<file path="src/rtl/max_pool_2d_stream.sv">
// Streaming 2x2 stride-2 max/average pooling over raster-ordered signed pixels.
// One line buffer of horizontal pair results; one pooled pixel per window.
module max_pool_2d_stream #(
    parameter int DATA_W = 8,
    parameter int IMG_W  = 28,
    parameter int IMG_H  = 28
) (
    input  logic              clk,
    input  logic              rst_n,
    input  logic              clear,
    input  logic              mode,
    input  logic              valid_in,
    input  logic [DATA_W-1:0] din,
    output logic              valid_out,
    output logic [DATA_W-1:0] dout,
    output logic              last_out
);
    localparam int CW    = $clog2(IMG_W);
    localparam int RW    = $clog2(IMG_H);
    localparam int NPAIR = IMG_W / 2;
    localparam int PW    = (NPAIR > 1) ? $clog2(NPAIR) : 1;

    localparam logic [CW-1:0] COL_LAST     = CW'(IMG_W - 1);
    localparam logic [RW-1:0] ROW_LAST     = RW'(IMG_H - 1);
    localparam logic [CW-1:0] COL_WIN_LAST = CW'(2 * (IMG_W / 2) - 1);
    localparam logic [RW-1:0] ROW_WIN_LAST = RW'(2 * (IMG_H / 2) - 1);

    logic [CW-1:0] col_q, col_d;
    logic [RW-1:0] row_q, row_d;
    logic          mode_q, mode_d;
    logic          valid_out_q, last_out_q;
    logic [DATA_W-1:0] dout_q;

    logic signed [DATA_W-1:0] h_q;
    logic signed [DATA_W:0]   lbuf_q [NPAIR];

    logic                     take, fire, fire_last;
    logic [PW-1:0]            pidx;
    logic signed [DATA_W-1:0] din_s, pmax;
    logic signed [DATA_W:0]   pair, prev, rmax;
    logic signed [DATA_W+1:0] sum4;
    logic [DATA_W-1:0]        res;

    assign take      = valid_in & ~clear;
    assign fire      = take & col_q[0] & row_q[0];
    assign fire_last = fire && (col_q == COL_WIN_LAST) && (row_q == ROW_WIN_LAST);
    assign pidx      = PW'(col_q >> 1);
    assign din_s     = $signed(din);

    // Horizontal pair is kept one bit wider so the average path never overflows.
    always_comb begin
        pmax = (h_q > din_s) ? h_q : din_s;
        pair = mode_q ? ($signed({h_q[DATA_W-1], h_q}) + $signed({din_s[DATA_W-1], din_s}))
                      : $signed({pmax[DATA_W-1], pmax});
        prev = lbuf_q[pidx];
        rmax = (prev > pair) ? prev : pair;
        sum4 = $signed({prev[DATA_W], prev}) + $signed({pair[DATA_W], pair});
        res  = mode_q ? DATA_W'(sum4 >>> 2) : DATA_W'(rmax);
    end

    always_comb begin
        col_d  = col_q;
        row_d  = row_q;
        mode_d = mode_q;
        if (clear) begin
            col_d = '0;
            row_d = '0;
        end else if (valid_in) begin
            if (col_q == '0 && row_q == '0) mode_d = mode;
            if (col_q == COL_LAST) begin
                col_d = '0;
                row_d = (row_q == ROW_LAST) ? '0 : row_q + RW'(1);
            end else begin
                col_d = col_q + CW'(1);
            end
        end
    end

    always_ff @(posedge clk or negedge rst_n) begin
        if (!rst_n) begin
            col_q       <= '0;
            row_q       <= '0;
            mode_q      <= 1'b0;
            valid_out_q <= 1'b0;
            last_out_q  <= 1'b0;
            dout_q      <= '0;
        end else begin
            col_q       <= col_d;
            row_q       <= row_d;
            mode_q      <= mode_d;
            valid_out_q <= fire;
            last_out_q  <= fire_last;
            if (fire) dout_q <= res;
        end
    end

    // Datapath storage is written before it is read in every frame, so no reset.
    always_ff @(posedge clk) begin
        if (take && !col_q[0]) h_q <= din_s;
        if (take && col_q[0] && !row_q[0]) lbuf_q[pidx] <= pair;
    end

    assign valid_out = valid_out_q;
    assign last_out  = last_out_q;
    assign dout      = dout_q;
endmodule

</file>
<file path="config.mk">
export PLATFORM = sky130hd
export DESIGN_NAME = max_pool_2d_stream
export DESIGN_NICKNAME = d
export VERILOG_FILES = /design/src/rtl/max_pool_2d_stream.sv
export SDC_FILE = /design/constraint.sdc
export NUM_CORES = 1
export LEC_CHECK = 0
export ABC_CLOCK_PERIOD_IN_PS = 5400
export BUFFER_PORTS_ARGS = -buffer_cell sky130_fd_sc_hd__buf_2
export CAP_MARGIN = 20
export CORE_MARGIN = 3
export CORE_UTILIZATION = 25
export CTS_CLUSTER_DIAMETER = 200
export DETAILED_ROUTE_END_ITERATION = 10
export HOLD_SLACK_MARGIN = 0.02
export SLEW_MARGIN = 20
export SYNTH_ARGS = -nofsm -noshare
export SYNTH_HDL_FRONTEND = slang
export SYNTH_SLANG_ARGS = --single-unit
export TNS_END_PERCENT = 1
</file>
<file path="constraint.sdc">
create_clock -name clk -period 5.4 [get_ports clk]
set_input_delay 0.27 -clock clk [delete_from_list [all_inputs] [get_ports clk]]
set_output_delay 0.27 -clock clk [all_outputs]
set_load 0.005 [all_outputs]
</file>
==> flow_summary.json, run 1 <==
{
  "synth_cells": 517,
  "worst_path_largest_cell_delay_ns": 0.53,
  "syn_to_final_growth_pct": 17.18,
  "die_w_um": 179.3,
  "antennaDiodeCount": 0,
  "netlist_top_cells_area": "edfxtp_1 54%, mux4_2 9.0%, dfrtp_1 7.0%, ha_1 6.2%, mux2i_1 3.1%",
  "seqPwrFrac_pct": 44.7,
  "combPwrFrac_pct": 14.6,
  "seq_area_frac_synth_pct": 60.60,
  "cts_tree": "yes",
  "via_count": 4322,
  "crit_family": "compound AO/OA/AOI/OAI gates",
  "portBuffers": 22,
  "finalCritPeriodShare_pct": 89.81,
  "power.clock.fraction_pct": 40.7,
  "final.min_clock_period_ns": 4.850,
  "fin_worst_skew_ns": 0.01116,
  "wl_per_cell_um": 16.88,
  "placed_cell_area_um2": 8144,
  "syn_area_um2": 7507,
  "initial_core_util_pct": 25.74,
  "drtIter0Drc": 374,
  "path_class": "reg2reg",
  "synth.top_cell.area_share_pct": 53.60,
  "crit_path_end_kind": "register",
  "clock_path_buffers": 2,
  "synth-seq-cells": 155,
  "rows": 62,
  "final_area_um2": 8797,
  "synth_ff_type": "edfxtp_1",
  "netSwitchingPower_w": 0.0008298,
  "reg2regPathDepth": 16,
  "hold_viol_final": 0,
  "finalSetupTns_ns": 0,
  "die_area_um2": 32140,
  "grt_setup_unrepaired": "no",
  "slew_headroom_pct": 26.71,
  "cap_viol_max_count": 0,
  "wl_um": 16110,
  "leakagePower_nw": 3.133,
  "drtPass1Iterations": 5,
  "drive_gt1_share_pct": 21.05,
  "cp_slowest_cell": "a211oi_4",
  "worstMarginPinSlew_ns": 1.095,
  "dp_hpwl_um": 10970,
  "status": "completed",
  "grt_max_degree": 26,
  "drc": 0,
  "reg2reg_setup_slack_ns": 0.55,
  "grt.total_usage_pct": 10.58,
  "nNetsFinal": 608,
  "synth_area_leader_cell": "edfxtp_1",
  "cp.arrival_ns": 5.18,
  "switching_share_pct": 26.50,
  "die_h_um": 179.3,
  "crit_fanout": 9,
  "cts_root_buf": "clkbuf_16",
  "overflow": 0,
  "antenna_found_initial": 0,
  "hp-start": "din[1]",
  "synth_fp_nets": 568,
  "clock-sinks": 155,
  "worstHoldPathType": "in2reg",
  "cts_made_buffers": 17,
  "clk_pin_slew_worst_paths_ns": 0.07,
  "syn_avg_cell_area_um2": 14.52,
  "crit_path_end": "dout[5]",
  "ys_types": 58,
  "worstPathRequired_ns": 5.73,
  "path_depth": 16,
  "synth_warnings": 0,
  "grt_pass1_wl_um": 25630,
  "cp_cell_sequence": "ha_1 -> and4_1 -> nor2b_1 -> a211oi_2 -> or2_1 -> a21oi_1 -> mux2_2 -> ha_1 -> a21o_1 -> a211oi_1 -> a21oi_1 -> nand2_1 -> o22ai_1 -> a211oi_4 -> mux2_1 -> o211ai_1",
  "core_um2": 29170,
  "ant_nets": 0,
  "powerDensity_nw_per_um2": 356.0,
  "worst-path-buf-inv": 0,
  "setup_viol": 0,
  "min_path_cells": 1,
  "ioPinCount": 23,
  "whs_ns": 0.05689,
  "rr_endpoint": "dout[5]",
  "intPower_w": 0.002302,
  "h-tree-depth": 4,
  "startpoint": "h_q[3]",
  "maxSlewViolCount": 0,
  "max-vdd-ir-drop_v": 0.0001689,
  "gp_congestion": 0.8309,
  "ys_async_sr_fraction_pct": 13.55,
  "cp-start-kind": "register",
  "grt_pass1_vias": 4444,
  "worstSkewPairLatency_ns": 0.42,
  "fmax_mhz": 206.2,
  "viasPerCell": 4.530,
  "reg2reg_from": "h_q[3]",
  "synth-edff-count": 134
}
## cells by family (layout without fill, tap and decap cells)
| logic type | after synthesis | after routing | share of synthesized area, % |
|---|---|---|---|
| muxes | 62 | 62 | 13.42 |
| DFF | 155 | 155 | 60.60 |
| buffers and inverters | 57 | 110 | 3.017 |
| adders and majority gates | 38 | 38 | 6.433 |
| and+or+nand+nor | 118 | 118 | 8.034 |
| xor gates and xnor gates | 12 | 12 | 1.400 |
| AOI/OAI and AO/OA | 75 | 75 | 7.100 |
## cells in the mapped netlist, drive strengths merged (8+ instances only)
library cell / instances
a21oi: 23
buf: 9
clkbuf: 11
dfrtp: 21
edfxtp: 134
ha: 37
inv: 37
mux2: 9
mux2i: 23
mux4: 30
nand2: 25
nand3: 11
nor2: 30
nor3: 18
o21ai: 13
xnor2: 8
## final cells by class
class                           instances  area [µm²]
Clock buffer                           17       425.4
Clock inverter                         15       205.2
Fill cell                            2915       20370
Inverter                               37       138.9
Multi-Input combinational cell        305        2741
Sequential cell                       155        4551
Tap cell                              384       480.5
Timing Repair Buffer                   41       255.2
## how the worst min path moves through the flow
stage,endpoint,slack (ns)
floorplan,col_q[0],-0.03
CTS,h_q[4],0.04
finish,h_q[1],0.06
global placement,row_q[4],0.28
detailed placement,last_out,0.28
global route,h_q[1],0.04
## power groups by stage
stage	registers, W	clock network, W	logic (W)
2_1_floorplan	0.00141	0	0.000347
5_1_grt	0.00140	0.00135	0.000511
3_5_place_dp	0.00143	0	0.000455
3_3_place_gp	0.00143	0	0.000448
4_1_cts	0.00140	0.00130	0.000459
6_report	0.00140	0.00127	0.000458
## placed cells by master, fill, tap and decap left out, drive strengths merged, types with 3 or more instances in the layout
cell type,n
edfxtp,134
inv,44
buf,40
ha,37
mux4,30
nor2,30
nand2,25
a21oi,23
mux2i,23
dfrtp,21
nor3,18
clkbuf,17
o21ai,13
nand3,11
mux2,9
xnor2,8
nor2b,6
o211ai,5
nor3b,5
nand2b,5
a211oi,5
clkinv,5
and3,4
xor2,4
o21bai,3
a21o,3
o31ai,3
o21a,3
a2bb2oi,3
bufinv,3
or2,3
nor4b,3
## timing repair
item                                   4_1_cts  5_1_grt
setup endpoints to repair                    0        2
hold buffers                                 1        0
gates resized for setup                      0        1
endpoints found under the hold margin       21        0
setup buffers                                0        0
## per-layer routing
metal,up-vias,GRT usage (%),share of wire [%]
li1,2045,-,-
met1,2175,14.02,45
met2,95,17.53,49
met3,7,2.859,5.8
met4,0,2.030,0.40
met5,-,0,0
## registers in the layout, indices dropped and copies added, names as in the netlist
name       flops
lbuf_q       126
dout           8
h_q            8
col_q          5
row_q          5
last_out       1
mode_q         1
valid_out      1
## through the flow
stage	power [W]	worst slack (ns)	util (%)	instances
after detailed placement	0.001881	0.4261	27.92	920
after global routing	0.003267	0.1341	30.16	954
after CTS	0.003159	0.3574	30.12	953
after floorplan	0.001754	0.5094	-	517
after global placement	0.001874	0.4795	27.88	919
final	0.003132	0.5504	30.16	954
No activity file was read; power rests on OpenSTA's default activity.
==> run 2: changes to the inputs <==
- REMOVE_ABC_BUFFERS: unset -> 1
==> run 2 against run 1 <==
Critical path type unchanged. Final area down 0.65%. Count of clock-buffer cells in the layout up 1. Critical path depth down 1. Total power down 0.95%. Sequential share of layout area up 0.34 points. Maximum frequency down 2.0%. Largest cell class unchanged. Worst setup slack worse by 0.098 ns. Non-clock buffer count down 4. Final cell count down 0.52%. Hold slack worse by 0.0090 ns. Critical endpoint unchanged.
==> flow_summary.json, run 2 (synthesis gave the netlist of run 1 again) <==
{
  "status": "completed",
  "ant_nets": 0,
  "cap_viol_max_count": 0,
  "final_common_cell": "edfxtp_1",
  "grt.total_usage_pct": 9.981,
  "cts_tree": "yes",
  "final.min_clock_period_ns": 4.947,
  "holdBufCountCts": 1,
  "wl_um": 15080,
  "whs_ns": 0.04791,
  "clock_path_buffers": 2,
  "die_area_um2": 32140,
  "cts_made_buffers": 17,
  "dp_hpwl_um": 10550,
  "worstSkewPairLatency_ns": 0.43,
  "fillCellCount": 2937,
  "nNetsFinal": 604,
  "grt_setup_unrepaired": "no",
  "rows": 62,
  "worstHoldPathType": "in2reg",
  "cp-start-kind": "register",
  "crit_fanout": 9,
  "die_h_um": 179.3,
  "multiInputGateArea_um2": 2731,
  "grt_pass1_vias": 4274,
  "crit_path_end_kind": "register",
  "grt_max_degree": 26,
  "maxSlewViolCount": 0,
  "slew_headroom_pct": 32.18,
  "path_class": "reg2reg",
  "post_cts_buffers": 0,
  "gp_congestion": 0.8208,
  "wl_per_cell_um": 15.89,
  "dr_wl_met3_um": 800,
  "final_area_um2": 8740,
  "drive_gt1_share_pct": 20.00,
  "drc": 0,
  "placed_cell_area_um2": 8117,
  "syn_to_final_growth_pct": 16.42,
  "leakagePower_nw": 3.097,
  "cts_root_buf": "clkbuf_16",
  "max-vdd-ir-drop_v": 0.0002143,
  "antenna_found_initial": 0,
  "worstPathRequired_ns": 5.75,
  "grt_pass1_wl_um": 24320,
  "powerDensity_nw_per_um2": 354.9,
  "wl_met1_um": 7226,
  "finalSetupTns_ns": 0,
  "hold_viol_final": 0,
  "regMostFlops": "lbuf_q",
  "worstMarginPinSlew_ns": 1.014,
  "cts.repair.resized": 0,
  "drtPass1Iterations": 4,
  "antennaDiodeCount": 0,
  "setup_viol": 0,
  "viasPerCell": 4.506,
  "fmax_mhz": 202.1,
  "dr.max_layer_used": "met4",
  "drtIter0Drc": 347,
  "clock-sinks": 155,
  "fin_worst_skew_ns": 0.01599,
  "via_count": 4276,
  "portBuffers": 22,
  "largest_reg_flops": 126,
  "fin_ws_ns": 0.4525,
  "overflow": 0,
  "wl_met2_um": 6916,
  "register_area_um2": 4551,
  "final_cell_mix": "134 x edfxtp_1, 37 x inv_1, 37 x ha_1",
  "h-tree-depth": 4,
  "ioPinCount": 23,
  "cp.arrival_ns": 5.30,
  "place_ws_ns": 0.4664,
  "die_w_um": 179.3,
  "initial_core_util_pct": 25.74,
  "reg2reg_setup_slack_ns": 0.45,
  "finalCritPeriodShare_pct": 91.62,
  "clk_pin_slew_worst_paths_ns": 0.07,
  "core_um2": 29170
}
[run 2: through the flow]
step           util [%]  total power, W  instances
2_1_floorplan         -        0.001748        497
3_3_place_gp      27.83        0.001875        917
3_5_place_dp      27.83        0.001879        917
4_1_cts           29.96        0.003128        949
5_1_grt           29.96        0.003238        949
6_report          29.96        0.003102        949
[run 2: worst paths after layout]
check / start / to / cells past startpoint
setup / recovery: h_q[6] / dout[5] / 15
hold / removal: din[6] / h_q[6] / 1
setup reg to reg: h_q[6] / dout[5] / 15
hold reg to reg: dout[6] / dout[6] / 2
max in group asynchronous: rst_n / col_q[1] / 2
min in group asynchronous: rst_n / dout[2] / 2
[run 2: layout make-up]
type	count	share of cell area, %
clock buffer	18	4.911
clock inverter	13	2.105
inverter	37	1.589
multi-input combinational	305	31.25
sequential	155	52.07
tap	384	5.497
timing repair buffer	37	2.577
[run 2: worst max-delay path: stages (launching register included)]
cell and delay (ns):
edfxtp_1 0.43, ha_1 0.43, nand4_1 0.16, a211oi_1 0.61, or2_1 0.44, a21oi_1 0.18, mux2_2 0.31, ha_1 0.35
a21o_1 0.19, a211oi_1 0.31, a21oi_1 0.14, nand2_1 0.14, o22ai_1 0.13, a211oi_4 0.52, mux2_1 0.37, o211ai_1 0.15
[run 2: metal layers]
layer  vias up  GRT usage [%]
met4         0          2.577
met2        91          15.12
li1       2040              -
met1      2133          13.87
met3        12          3.155
met5         -              0
[run 2: power by group]
group / switching, W / leakage, nW / internal [W]
sequential: 0.0000125 / 1.50 / 0.00138
clock: 0.000511 / 0.294 / 0.000739
combinational: 0.000282 / 1.31 / 0.000181
